`src/rtl/pipeline_ctrl.sv`:
```
// Sequencing controller for the 5-stage LC-3b pipeline. It produces the stage load
// enables and NOP-insert controls, and keeps saturating stall and flush counters.
module pipeline_ctrl (
  input  logic        clk,
  input  logic        reset,
  input  logic        imem_read,
  input  logic        imem_resp,
  input  logic        dmem_access,
  input  logic        dmem_resp,
  input  logic        mem_indirect,
  input  logic        br_taken,
  input  logic        ex_load,
  input  logic [2:0]  ex_dest,
  input  logic        id_uses_sr1,
  input  logic        id_uses_sr2,
  input  logic [2:0]  id_sr1,
  input  logic [2:0]  id_sr2,
  input  logic        cnt_clear,
  output logic        load_pc,
  output logic        load_if_id,
  output logic        load_id_ex,
  output logic        load_ex_mem,
  output logic        load_mem_wb,
  output logic        bubble_if_id,
  output logic        bubble_id_ex,
  output logic        bubble_ex_mem,
  output logic        mem_ind_phase,
  output logic [15:0] stall_count,
  output logic [15:0] flush_count
);

  typedef enum logic [1:0] {
    RUN   = 2'd0,
    IND   = 2'd1,
    DRAIN = 2'd2
  } state_e;

  state_e      state_q, state_d;
  logic [15:0] stall_q, stall_d;
  logic [15:0] flush_q, flush_d;
  logic        dmem_stall;
  logic        lu_hazard;
  logic        imem_wait;
  logic        squash;

  assign dmem_stall = (dmem_access && !dmem_resp) || ((state_q == IND) && !dmem_resp);
  assign lu_hazard  = ex_load && ((id_uses_sr1 && (id_sr1 == ex_dest)) ||
                                  (id_uses_sr2 && (id_sr2 == ex_dest)));
  assign imem_wait  = imem_read && !imem_resp;

  // Stage enables, bubble controls and next state, in priority order.
  always_comb begin
    load_pc       = 1'b0;
    load_if_id    = 1'b0;
    load_id_ex    = 1'b0;
    load_ex_mem   = 1'b0;
    load_mem_wb   = 1'b0;
    bubble_if_id  = 1'b0;
    bubble_id_ex  = 1'b0;
    bubble_ex_mem = 1'b0;
    mem_ind_phase = 1'b0;
    squash        = 1'b0;
    state_d       = state_q;
    if (reset) begin
      state_d = RUN;
    end else if (dmem_stall) begin
      mem_ind_phase = (state_q == IND);
    end else if ((state_q == RUN) && mem_indirect && dmem_resp) begin
      // First indirect access done: freeze everything for the data access.
      state_d = IND;
    end else if (state_q == DRAIN) begin
      load_if_id   = 1'b1;
      bubble_if_id = 1'b1;
      load_id_ex   = 1'b1;
      load_ex_mem  = 1'b1;
      load_mem_wb  = 1'b1;
      state_d      = imem_resp ? RUN : DRAIN;
    end else begin
      mem_ind_phase = (state_q == IND);
      state_d       = RUN;
      load_ex_mem   = 1'b1;
      load_mem_wb   = 1'b1;
      load_id_ex    = 1'b1;
      if (br_taken) begin
        load_pc       = 1'b1;
        load_if_id    = 1'b1;
        bubble_if_id  = 1'b1;
        bubble_id_ex  = 1'b1;
        bubble_ex_mem = 1'b1;
        squash        = 1'b1;
        state_d       = imem_wait ? DRAIN : RUN;
      end else if (lu_hazard) begin
        bubble_id_ex = 1'b1;
      end else if (imem_wait) begin
        load_if_id   = 1'b1;
        bubble_if_id = 1'b1;
      end else begin
        load_pc    = 1'b1;
        load_if_id = 1'b1;
      end
    end
  end

  // Saturating counters; clear wins over increment.
  always_comb begin
    stall_d = stall_q;
    flush_d = flush_q;
    if (cnt_clear) begin
      stall_d = 16'd0;
      flush_d = 16'd0;
    end else begin
      if (!reset && !load_pc && (stall_q != 16'hFFFF)) begin
        stall_d = stall_q + 16'd1;
      end else begin
        stall_d = stall_q;
      end
      if (squash && (flush_q != 16'hFFFF)) begin
        flush_d = flush_q + 16'd1;
      end else begin
        flush_d = flush_q;
      end
    end
  end

  // State and counter registers.
  always_ff @(posedge clk or posedge reset) begin
    if (reset) begin
      state_q <= RUN;
      stall_q <= 16'd0;
      flush_q <= 16'd0;
    end else begin
      state_q <= state_d;
      stall_q <= stall_d;
      flush_q <= flush_d;
    end
  end

  assign stall_count = stall_q;
  assign flush_count = flush_q;

endmodule
```
`config.mk`:
```
export PLATFORM = sky130hd
export DESIGN_NAME = pipeline_ctrl
export DESIGN_NICKNAME = d
export VERILOG_FILES = /design/src/rtl/pipeline_ctrl.sv
export SDC_FILE = /design/constraint.sdc
export NUM_CORES = 1
export LEC_CHECK = 0
export CAP_MARGIN = 20
export CORE_MARGIN = 5
export CORE_UTILIZATION = 51
export CTS_CLUSTER_SIZE = 12
export DETAILED_ROUTE_END_ITERATION = 8
export PLACE_DENSITY = 0.86
export SLEW_MARGIN = 15
export SYNTH_ARGS = -nofsm -noshare
export SYNTH_HDL_FRONTEND = slang
export SYNTH_SLANG_ARGS = --single-unit
```
`constraint.sdc`:
```
create_clock -name clk -period 6.75 [get_ports clk]
set_input_delay 1.35 -clock clk [delete_from_list [all_inputs] [get_ports clk]]
set_output_delay 1.35 -clock clk [all_outputs]
set_load 0.1 [all_outputs]
```
; Word level (Yosys, flattened, before mapping)
; Cells that the tools add are included.
[word_totals]
register_bits = 34
input_bits = 21
[classes]
n_addsub = 2
eq_ne = 7
mux = 49
n_reduce_logical = 20
[op_table]
columns = op, count
row1 = 16-bit two-way mux, 4
row2 = 1-bit two-way mux, 38
row3 = 16-bit by 1-bit adder with 16-bit output (second input constant), 2
row4 = 16-bit inequality test (second input constant), 2
row5 = 2-bit two-way mux, 7
row6 = 1-bit logical AND, 11
row7 = 3-bit equality test, 2
row8 = 1-bit zero test, 4
row9 = 2-bit nonzero test, 2
row10 = 2-bit by 1-bit equality test with 1-bit output (second input constant), 1
row11 = 2-bit equality test (second input constant), 1
row12 = 2-bit zero test, 1
row13 = 1-bit logical OR, 2
row14 = 2-bit inequality test (second input constant), 1

; Logic depth before layout (Yosys ltp)
; Gate-level depths: netlist of the first run.
[logic_depth]
ltp_word = 15
depth_mapped = 8
depth_no_buf = 6

; Worst setup path after synthesis of the first run
; Ideal clock, no wire load.
[synth_timing]
path_type = input to output
startpoint = in mem_indirect
endpoint = out bubble_if_id
t_arrival_ps = 4444
setup_slack_ps = 956
stages = 6
path_buffers = 0
path_cell_list = nand2_1 mux2_2 nor2_1 or3_1 a21oi_1 o31a_1
[synth_between]
elab_chain_cells = 5
[synth_lines]
columns = element, line_no
row1 = start: declaration, 10  ; input logic mem_indirect,
row2 = 1-bit logical AND (2 in a row), 68  ; end else if ((state_q == RUN) && mem_indirect && dmem_resp) begin
row3 = 1-bit two-way mux, 68
row4 = 1-bit two-way mux, 66  ; end else if (dmem_stall) begin
row5 = 1-bit two-way mux, 64  ; if (reset) begin
row6 = end: declaration, 24  ; output logic bubble_if_id,
; Every way passes these cells.

; Worst setup path in the final report of the first run
[layout_timing]
startpoint = in br_taken
endpoint = out bubble_ex_mem
[layout_between]
elab_chain_cells = 5
[layout_lines]
columns = element, line_no
row1 = start: declaration, 11  ; input logic br_taken,
row2 = 1-bit two-way mux, 84  ; if (br_taken) begin
row3 = 1-bit two-way mux, 71  ; end else if (state_q == DRAIN) begin
row4 = 1-bit two-way mux, 68
row5 = 1-bit two-way mux, 66
row6 = 1-bit two-way mux, 64
row7 = end: declaration, 26  ; output logic bubble_ex_mem,
; Every way passes these cells.

==> reports/metrics.cfg, run 1 <==
[synthesis]
synth_top_cells_by_count = 34 x dfrtp_1, 31 x nor2_1, 18 x a21oi_1, 18 x xnor2_1, 15 x nand3_1
mappedNetlistNets = 262
synthSimpleGateAreaFrac = 0.2983
main_combinational_cell_family_by_area_after_synthesis = simple AND/OR/NAND/NOR gates
ys_async_sr_fraction = 1.000
synth_most_common_cell = dfrtp_1
synth_seq_cells = 34
synthesis.instances = 239
yosysTopAreaCell = dfrtp_1
synth_warnings = 0
syn-mean-instance-area_um2 = 8.706
ys_seq_area_frac = 0.4089
syn_area_um2 = 2081
synth_top_flop_cell = dfrtp_1
post_synth_fa_ha_maj_area_fraction = 0.01203
xor_xnor_fraction_of_synth_area = 0.08419
number_of_distinct_standard_cells_referenced_by_the_synthesized_netlist = 41
number_of_enable_type_register_cells_in_the_synthesized_netlist = 0
synth_top_area_cells = dfrtp_1 41%, xnor2_1 7.6%, nor2_1 5.6%
yosys_top_cell_area_share = 0.4089
synth_mux_area_frac = 0.03187
synth_compound_gate_area_share = 0.1227

[die]
design.portCount = 62
die_height_um = 73.88
die-area_um2 = 5458
die_width_um = 73.88
start_util = 0.5239
core_region_area_um2 = 3971
floorplan.rows = 23

[hold_path]
hold_path.class = register to register
worstHoldStart = stall_count[5]$_DFFE_PP0P_
timing.hold.worst_endpoint = stall_count[5]$_DFFE_PP0P_
hold_depth = 2

[sta]
slew_violations = 0
grt_setup_unrepaired = false
final-hold-violation-count = 0
setup_viol = 0
layout_worst_path_cycle_share = 0.8173
worstMarginPinSlew_ns = 0.9837
period_minus_ws_final_ns = 5.517
max_freq_mhz = 181.3
timing.max_slew.rel_slack = 0.3422
finClkSkew_ns = 0.01287
finalSetupTns_ns = 0

[global_route]
largest_net_degree_at_the_start_of_global_routing = 37
grt_pass1_vias = 1978
grt_remaining_overflow = 0
antenna_found_initial = 0
grt_pass1_wl_um = 8611
globalRouteTotalUtil = 0.2009

[clock_network]
clock_latency_of_the_later_clocked_register_in_the_worst_skew_pair_ns = 0.29
cts.clk_slew.worst_paths_ns = 0.06
total_clock_buffers_created_by_cts = 5
cts_buffer_depth = 2
ctsHoldBuffers = 0
h_tree_levels = 2
cts.repair_timing.setup_buffer_count = 0
tritoncts_clock_tree = built
cts.root.buffer_cell = clkbuf_8
post_cts_resized = 0
cts.sinks = 34

[cells_and_area]
nets = 321
sequential_cell_area_um2 = 850.8
final_core_utilization = 0.7089
syn2layout_area_growth_pct = 35.30
multi_input_area_um2 = 1142
n_antenna_cell = 0
fill_cells = 324
ratio_of_cells_with_drive_above_1_in_the_final_layout = 0.07692

[worst_setup_path]
setup.worst_path.class = primary input to output pin
timing.rr.start = state_q[1]$_DFFE_PP0P_
worst_r2r_path_depth = 6
cp-end-kind = output pin
crit_path_max_fanout = 14
kind_of_start_point_of_the_critical_path = primary input
regToRegSetupSlack_ns = 4.23
cp_data_required_time_ns = 5.40
r2r-end = flush_count[13]$_DFFE_PP0P_
timing.critical_path.arrival_ns = 4.17

[place]
detailed_place_hpwl_um = 3754
place.port_buffers = 61
globalplace.congestion = 0.8050

[power]
vdd.ir_drop.worst_v = 0.0001358
total_power_divided_by_cell_area_nw_per_um2 = 163.1
leakagePower_nw = 1.057

[routing]
routed_length_per_instance_um = 14.50
wirelength_um = 5062
drtPass1Iterations = 4
num_vias = 1972
route.detailed.vias_per_inst = 5.650
drt_iter0_markers = 71
ant_nets = 0
drc_violations_left = 0

[job]
cap_viol_max_count = 0

[run_status]
run_status = complete, no violations

-- layout make-up --
type	instances	share of cell area
Multi-Input combinational cell	184	0.4058
Tap cell	50	0.02222
Sequential cell	34	0.3022
Clock inverter	1	0.001778
Timing Repair Buffer	65	0.2267
Inverter	8	0.01067
Clock buffer	7	0.03067
-- worst max path at each step --
stage	start	end	slack [ns]	cells after the start
final	br_taken	bubble_ex_mem	1.23	5
after global routing	br_taken	bubble_ex_mem	1.17	5
after CTS	br_taken	bubble_ex_mem	1.26	5
after detailed placement	br_taken	bubble_ex_mem	1.29	5
after global placement	br_taken	bubble_ex_mem	1.32	5
after floorplan	mem_indirect	bubble_if_id	0.96	6
-- power breakdown --
part	internal (W)	switching (W)	total (W)
combinational	0.0000303	0.0000668	0.0000971
sequential	0.000206	0.00000290	0.000209
clock	0.0000822	0.0000713	0.000154
-- critical path, stage by stage --
cell	delay [ns]
clkdlybuf4s50_1	0.58
inv_1	0.11
or4_1	0.77
inv_1	0.20
clkdlybuf4s50_1	1.15
-- cells in the final DEF (no fill, tap or decap), drive strengths merged, types with 2 or more instances in the layout --
| master | instances |
|---|---|
| clkdlybuf4s50 | 61 |
| dfrtp | 34 |
| nor2 | 31 |
| a21oi | 19 |
| xnor2 | 18 |
| nand3 | 15 |
| nand2 | 11 |
| nand4 | 9 |
| or4 | 9 |
| nor3 | 9 |
| inv | 8 |
| nor4 | 8 |
| clkbuf | 8 |
| o21ai | 7 |
| nor2b | 6 |
| o31ai | 6 |
| mux2 | 5 |
| or3 | 4 |
| and3 | 3 |
| buf | 3 |
| o41ai | 2 |
| xor2 | 2 |
| nor3b | 2 |
| nor4b | 2 |
| o21a | 2 |
| ha | 2 |
| or2 | 2 |
-- per-layer routing --
metal / routed length, µm / global-route usage / vias to the layer above
met1: 2157 / 0.2377 / 911
met5: 0 / 0 / -
met3: 411 / 0.06156 / 9
li1: - / - / 986
met2: 2417 / 0.3415 / 66
met4: 75 / 0.07243 / 0
-- stage by stage --
| stage | setup slack (ns) | power, W | hold slack, ns | cells | area [µm²] |
|---|---|---|---|---|---|
| final | 1.233 | 0.0004592 | 0.5691 | 349 | 2815 |
| after global routing | 1.169 | 0.0004797 | 0.5968 | 349 | 2815 |
| after CTS | 1.265 | 0.0004634 | 0.5718 | 347 | 2803 |
| after detailed placement | 1.290 | 0.0003091 | 0.5577 | 339 | 2711 |
| after global placement | 1.316 | 0.0003078 | 0.5494 | 339 | 2711 |
| after floorplan | 0.9560 | 0.0002799 | 0.5211 | 239 | 2081 |
-- cells by family after synthesis --
| logic type | Yosys count |
|---|---|
| flip-flops | 34 |
| adder cells (fa/ha/maj) | 2 |
| XOR/XNOR | 20 |
| AO/OA/AOI/OAI | 41 |
| multiplexers | 6 |
| AND/OR/NAND/NOR | 115 |
| buffers and inverters | 21 |
-- state kept, by name, summed over array words and instances, names as in the netlist --
signal and flops:
stall_count 16, flush_count 16, state_q 2
(Power assumes the default switching activity.)
==> run 2, diff against run 1 <==
--- a/config.mk
+++ b/config.mk
@@ -7,10 +7,10 @@
 export LEC_CHECK = 0
 export CAP_MARGIN = 20
 export CORE_MARGIN = 5
-export CORE_UTILIZATION = 51
+export CORE_UTILIZATION = 47
 export CTS_CLUSTER_SIZE = 12
 export DETAILED_ROUTE_END_ITERATION = 8
-export PLACE_DENSITY = 0.86
+export PLACE_DENSITY = 0.8
 export SLEW_MARGIN = 15
 export SYNTH_ARGS = -nofsm -noshare
 export SYNTH_HDL_FRONTEND = slang
==> constraint.sdc (replaced) <==
create_clock -name clk -period 5.4 [get_ports clk]
set_input_delay 1.08 -clock clk [delete_from_list [all_inputs] [get_ports clk]]
set_output_delay 1.08 -clock clk [all_outputs]
set_load 0.1 [all_outputs]
==> run 2 against run 1 <==
  * Register-to-register slack got worse by 1.3 ns
  * Routed wire length is 1.4% higher
  * Sequential power rose by 25%
  * Worst hold slack better by 0.0034 ns
  * Combinational power grew 25%
  * Critical path depth increased by 2
  * Via count rose by 1.8%
  * Clock skew down 0.0019 ns
  * Count of clock-buffer cells in the layout down 2
  * Critical path type unchanged
  * Critical endpoint is now load_pc
  * Highest routed layer unchanged
==> reports/metrics.cfg, run 2 (same netlist as run 1, synthesis figures left out) <==
[clock_network]
cts.repair_timing.setup_buffer_count = 0  ; unchanged
post_cts_resized = 0  ; unchanged
cts.sinks = 34  ; unchanged
clock_latency_of_the_later_clocked_register_in_the_worst_skew_pair_ns = 0.29  ; about the same
total_clock_buffers_created_by_cts = 5  ; unchanged
tritoncts_clock_tree = built
cts.root.buffer_cell = clkbuf_8
ctsHoldBuffers = 0  ; unchanged
cts_buffer_depth = 2  ; unchanged
h_tree_levels = 2  ; unchanged
cts.clk_slew.worst_paths_ns = 0.06  ; about the same

[sta]
max_freq_mhz = 221.7
finalSetupTns_ns = 0  ; unchanged
finClkSkew_ns = 0.01097  ; -0.001898 ns
setup_viol = 0  ; unchanged
slew_violations = 0  ; unchanged
worstMarginPinSlew_ns = 0.9793  ; -0.004394 ns
layout_worst_path_cycle_share = 0.8352
final-hold-violation-count = 0  ; unchanged
grt_setup_unrepaired = false
period_minus_ws_final_ns = 4.510
timing.max_slew.rel_slack = 0.3451  ; +0.002939

[global_route]
gr-usage-met2 = 0.3116  ; -0.02989
largest_net_degree_at_the_start_of_global_routing = 37  ; unchanged
antenna_found_initial = 0  ; unchanged
grt_pass1_wl_um = 9004  ; +4.6%
grt_util_met1 = 0.2175  ; -0.02027
use_met3 = 0.05319  ; -0.008368
grt_pass1_vias = 1971  ; -0.35%
globalRouteTotalUtil = 0.1855  ; -0.01539
gr-max-usage-layer = met2
grt_remaining_overflow = 0  ; unchanged

[worst_setup_path]
timing.critical_path.slowest_stage_cell = clkdlybuf4s50_1
critPathCapture = load_pc
r2r-end = flush_count[13]$_DFFE_PP0P_
cp_data_required_time_ns = 4.32  ; -1.08 ns
timing.critical_path.arrival_ns = 3.43  ; -0.74 ns
cp-end-kind = output pin
worst-path-stages = 7  ; +2
crit_path_cell_trace = clkdlybuf4s50_1 > xnor2_1 > nand4_1 > a21boi_0 > nor2_1 > o21a_1 > clkdlybuf4s50_1
cp.buffers_inverters = 2  ; -2
critPathLaunch = ex_dest[0]
regToRegSetupSlack_ns = 2.92  ; -1.31 ns
cp_top_family = buffers and inverters
cpPeakStageDelay_ns = 0.96  ; -0.19 ns
kind_of_start_point_of_the_critical_path = primary input
timing.rr.start = state_q[0]$_DFFE_PP0P_
setup.worst_path.class = primary input to output pin
worst_r2r_path_depth = 6  ; unchanged
crit_path_max_fanout = 3  ; -11
cp_common_cell = clkdlybuf4s50_1

[run_status]
run_status = complete, no violations

[place]
place.port_buffers = 61  ; unchanged
dp.cells = 341  ; +0.59%
postPlaceCellArea_um2 = 2696  ; -0.55%
globalplace.congestion = 0.7942  ; -1.3%
detailed_place_hpwl_um = 3821  ; +1.8%

[power]
power.net_switching_w = 0.0001782  ; +26%
leakagePower_nw = 1.065  ; +0.70%
total_power_divided_by_cell_area_nw_per_um2 = 200.3  ; +23%
register_share_of_total_power = 0.467  ; +0.013
vdd.ir_drop.worst_v = 0.0001537  ; +13%
clockPowerShare = 0.317  ; -0.017
pwr-share-comb = 0.216  ; +0.005
internal-power_w = 0.0003802  ; +19%
netSwitchingFraction = 0.3192  ; +0.01214

[routing]
ant_nets = 0  ; unchanged
num_vias = 2008  ; +1.8%
drtPass1Iterations = 4  ; unchanged
drc_violations_left = 0  ; unchanged
wirelength_um = 5134  ; +1.4%
drt_iter0_markers = 70  ; -1.4%
route.detailed.vias_per_inst = 5.737  ; +1.5%
routed_length_per_instance_um = 14.67  ; +1.1%

[cells_and_area]
mostFrequentLayoutCells = 54 x clkdlybuf4s50_1, 34 x dfrtp_1, 31 x nor2_1
ratio_of_cells_with_drive_above_1_in_the_final_layout = 0.1007  ; +0.02375
instances_no_fill = 350  ; +0.29%
syn2layout_area_growth_pct = 33.97
sequential_cell_area_um2 = 850.8  ; unchanged
fill_cells = 376  ; +16%
layout.cells.most_common = clkdlybuf4s50_1
nets = 321  ; unchanged
n_antenna_cell = 0  ; unchanged
multi_input_area_um2 = 1142  ; unchanged
fin_area_um2 = 2788  ; -0.98%

[die]
design.portCount = 62  ; unchanged
start_util = 0.4812  ; -0.04275
die_width_um = 76.54  ; +3.6%
core_region_area_um2 = 4324  ; +8.9%
die_height_um = 76.54  ; +3.6%
die-area_um2 = 5858  ; +7.3%
floorplan.rows = 24  ; +4.3%

[job]
cap_viol_max_count = 0  ; unchanged

[hold_path]
hold_depth = 2  ; unchanged
hold_path.class = register to register

==> run 2: area by class of cell <==
class / count / share of cell area
multi-input cells: 184 / 0.4098
flip-flops and latches: 34 / 0.3052
repair buffers: 65 / 0.2226
clock buffers: 5 / 0.02469
well taps: 52 / 0.02334
inverters: 8 / 0.01077
clock inverters: 2 / 0.003591
==> run 2: power groups by stage <==
stage          Sequential (W)  Clock [W]  Combinational, W
2_1_floorplan        0.000278          0         0.0000720
3_3_place_gp         0.000266          0          0.000118
3_5_place_dp         0.000266          0          0.000120
4_1_cts              0.000261   0.000181          0.000121
5_1_grt              0.000262   0.000197          0.000128
6_report             0.000261   0.000177          0.000121
==> run 2: per-layer routing <==
metal | part of all wire | vias to the layer above
met4 | 0.019 | 0
li1 | - | 987
met2 | 0.48 | 52
met3 | 0.061 | 9
met5 | 0 | -
met1 | 0.44 | 960
==> run 2: worst min-delay path by stage <==
stage / from / to / slack, ns
after floorplan: state_q[1]$_DFFE_PP0P_ / state_q[1]$_DFFE_PP0P_ / 0.52
after global placement: flush_count[9]$_DFFE_PP0P_ / flush_count[9]$_DFFE_PP0P_ / 0.55
after detailed placement: flush_count[9]$_DFFE_PP0P_ / flush_count[9]$_DFFE_PP0P_ / 0.56
after CTS: flush_count[9]$_DFFE_PP0P_ / flush_count[9]$_DFFE_PP0P_ / 0.57
after global routing: stall_count[5]$_DFFE_PP0P_ / stall_count[5]$_DFFE_PP0P_ / 0.59
final: flush_count[9]$_DFFE_PP0P_ / flush_count[9]$_DFFE_PP0P_ / 0.57
==> run 2: metrics by stage <==
| step | util | power (W) | setup WS (ns) | hold slack (ns) |
|---|---|---|---|---|
| floorplan | - | 0.0003499 | 0.1460 | 0.5211 |
| global placement | 0.6236 | 0.0003839 | 0.9619 | 0.5514 |
| detailed placement | 0.6236 | 0.0003857 | 0.8694 | 0.5592 |
| CTS | 0.6418 | 0.0005627 | 0.8711 | 0.5732 |
| global route | 0.6447 | 0.0005870 | 0.8043 | 0.5893 |
| finish | 0.6447 | 0.0005584 | 0.8900 | 0.5725 |
==> run 2: tightest hold or removal path, stage by stage (launching register included) <==
cell     delay (ns)
dfrtp_1        0.38
xnor2_1        0.12
nor2_1         0.04
==> run 3, diff against run 2 <==
==> constraint.sdc (replaced) <==
create_clock -name clk -period 4.35 [get_ports clk]
set_input_delay 0.87 -clock clk [delete_from_list [all_inputs] [get_ports clk]]
set_output_delay 0.87 -clock clk [all_outputs]
set_load 0.1 [all_outputs]
==> run 3 against run 2 <==
  * Via count did not move
  * Combinational power rose by 26%
  * Sequential share of layout area fell by 0.34 points
  * Worst hold slack barely moved
  * Largest power group unchanged
  * Highest routed layer unchanged
==> reports/metrics.cfg, run 3 (same netlist as run 1, synthesis figures left out) <==
[worst_setup_path]
crit_path_cell_trace = clkdlybuf4s50_1 > inv_1 > or4_1 > inv_1 > buf_12
cpPeakStageDelay_ns = 0.76  ; -0.20 ns
worst_r2r_path_depth = 6  ; unchanged
timing.rr.start = state_q[1]$_DFFE_PP0P_
crit_path_max_fanout = 14  ; +11
regToRegSetupSlack_ns = 1.84  ; -1.08 ns
cp_common_cell = inv_1
cp_top_family = buffers and inverters
cp.buffers_inverters = 4  ; +2
cp_data_required_time_ns = 3.48  ; -0.84 ns
cp-end-kind = output pin
timing.critical_path.slowest_stage_cell = or4_1
setup.worst_path.class = primary input to output pin
kind_of_start_point_of_the_critical_path = primary input
timing.critical_path.arrival_ns = 2.74  ; -0.69 ns
worst-path-stages = 5  ; -2
critPathLaunch = br_taken

[cells_and_area]
mostFrequentLayoutCells = 52 x clkdlybuf4s50_1, 34 x dfrtp_1, 31 x nor2_1
layout.cells.most_common = clkdlybuf4s50_1
multi_input_area_um2 = 1151  ; +0.77%
syn2layout_area_growth_pct = 35.48
final_core_utilization = 0.6519  ; +0.007234
fill_cells = 388  ; +3.2%
sequential_cell_area_um2 = 850.8  ; unchanged
nets = 321  ; unchanged
ratio_of_cells_with_drive_above_1_in_the_final_layout = 0.1137  ; +0.01304
n_antenna_cell = 0  ; unchanged

[global_route]
largest_net_degree_at_the_start_of_global_routing = 25  ; -32%
grt_remaining_overflow = 0  ; unchanged
grt_pass1_vias = 1961  ; -0.51%
antenna_found_initial = 0  ; unchanged
grt_pass1_wl_um = 9211  ; +2.3%
globalRouteTotalUtil = 0.1886  ; +0.003043

[place]
place.port_buffers = 61  ; unchanged
detailed_place_hpwl_um = 3980  ; +4.2%
detailedPlace.worstSlack_ns = 0.7597  ; -0.1098 ns
globalplace.congestion = 0.7655  ; -3.6%

[power]
pwr-share-comb = 0.212  ; -0.004
vdd.ir_drop.worst_v = 0.0001516  ; -1.4%
power.net_switching_w = 0.0002229  ; +25%
leakagePower_nw = 1.075  ; +0.96%
internal-power_w = 0.0004939  ; +30%
clockPowerShare = 0.336  ; +0.019
register_share_of_total_power = 0.452  ; -0.015
netSwitchingFraction = 0.3110  ; -0.008197
total_power_divided_by_cell_area_nw_per_um2 = 254.3  ; +27%
report.power.total_w = 0.0007168  ; +28%

[clock_network]
cts.clk_slew.worst_paths_ns = 0.07  ; about the same
clock_latency_of_the_later_clocked_register_in_the_worst_skew_pair_ns = 0.28  ; about the same
cts.repair_timing.setup_buffer_count = 0  ; unchanged
cts.sinks = 34  ; unchanged
cts.root.buffer_cell = clkbuf_8
cts_buffer_depth = 2  ; unchanged
ctsHoldBuffers = 0  ; unchanged
tritoncts_clock_tree = built
total_clock_buffers_created_by_cts = 5  ; unchanged
h_tree_levels = 2  ; unchanged
post_cts_resized = 0  ; unchanged

[die]
core_region_area_um2 = 4324  ; unchanged
design.portCount = 62  ; unchanged
die-area_um2 = 5858  ; unchanged
start_util = 0.4812  ; unchanged
die_height_um = 76.54  ; unchanged
floorplan.rows = 24  ; unchanged
die_width_um = 76.54  ; unchanged

[routing]
route.detailed.vias_per_inst = 5.721  ; -0.28%
routed_length_per_instance_um = 14.97  ; +2.0%
wirelength_um = 5254  ; +2.3%
num_vias = 2008  ; unchanged
drtPass1Iterations = 4  ; unchanged
ant_nets = 0  ; unchanged
drc_violations_left = 0  ; unchanged
drt_iter0_markers = 95  ; +36%

[sta]
worstMarginPinSlew_ns = 0.9923  ; +0.01301 ns
setup_slack_ns = 0.7406  ; -0.1494 ns
worst_hold_slack_after_final_layout_ns = 0.5723  ; -0.0002570 ns
finalSetupTns_ns = 0  ; unchanged
period_minus_ws_final_ns = 3.609
layout_worst_path_cycle_share = 0.8298
slew_violations = 0  ; unchanged
max_freq_mhz = 277.1
timing.max_slew.rel_slack = 0.3364  ; -0.008701
finClkSkew_ns = 0.002655  ; -0.008319 ns
setup_viol = 0  ; unchanged
grt_setup_unrepaired = false
final-hold-violation-count = 0  ; unchanged

[job]
cap_viol_max_count = 0  ; unchanged

[hold_path]
hold_path.class = register to register
worstHoldStart = flush_count[9]$_DFFE_PP0P_
hold_depth = 2  ; unchanged

[run_status]
run_status = complete, no violations

==> run 3: cell count changes in the layout (fill, tap and decap cells not counted), sizes merged <==
cell and change:
buf +2, clkbuf +2, clkdlybuf4s50 -2, clkinv -1
==> run 3: path summary, 6_finish.rpt <==
path / endpoint
max: bubble_ex_mem
min: flush_count[9]$_DFFE_PP0P_
max reg2reg: flush_count[13]$_DFFE_PP0P_
min reg2reg: flush_count[9]$_DFFE_PP0P_
max in group asynchronous: flush_count[1]$_DFFE_PP0P_
min in group asynchronous: stall_count[13]$_DFFE_PP0P_
==> run 3: final cells by class <==
type | instances | area share
clock buffer | 7 | 0.03063
multi-input combinational | 184 | 0.4083
clock inverter | 1 | 0.001775
inverter | 8 | 0.01065
sequential | 34 | 0.3018
timing repair buffer | 65 | 0.2237
tap | 52 | 0.02308
==> run 3: per-layer routing <==
metal,share of wire,track usage,vias up
met5,0,0,-
met4,0.018,0.06643,0
met3,0.056,0.05083,8
met2,0.49,0.3099,66
met1,0.43,0.2372,958
li1,-,-,976
==> run 3: metrics by stage <==
step / instance area [µm²] / instances
global route: 2819 / 351
detailed placement: 2723 / 343
finish: 2819 / 351
floorplan: 2085 / 239
global placement: 2723 / 343
CTS: 2814 / 351
==> run 3: worst reg2reg max path: stages, from the launching register on <==
cell      delay [ns]
dfrtp_1         0.40
nand2b_2        0.16
a21oi_2         0.07
or4_1           0.73
or2_0           0.42
or4_1           0.53
a21oi_1         0.15
==> run 3: power groups by stage <==
stage | Clock (W) | Sequential [W] | Combinational, W
detailed placement | 0 | 0.000330 | 0.000153
floorplan | 0 | 0.000345 | 0.0000898
global route | 0.000263 | 0.000324 | 0.000162
CTS | 0.000247 | 0.000324 | 0.000153
global placement | 0 | 0.000330 | 0.000151
finish | 0.000241 | 0.000324 | 0.000152
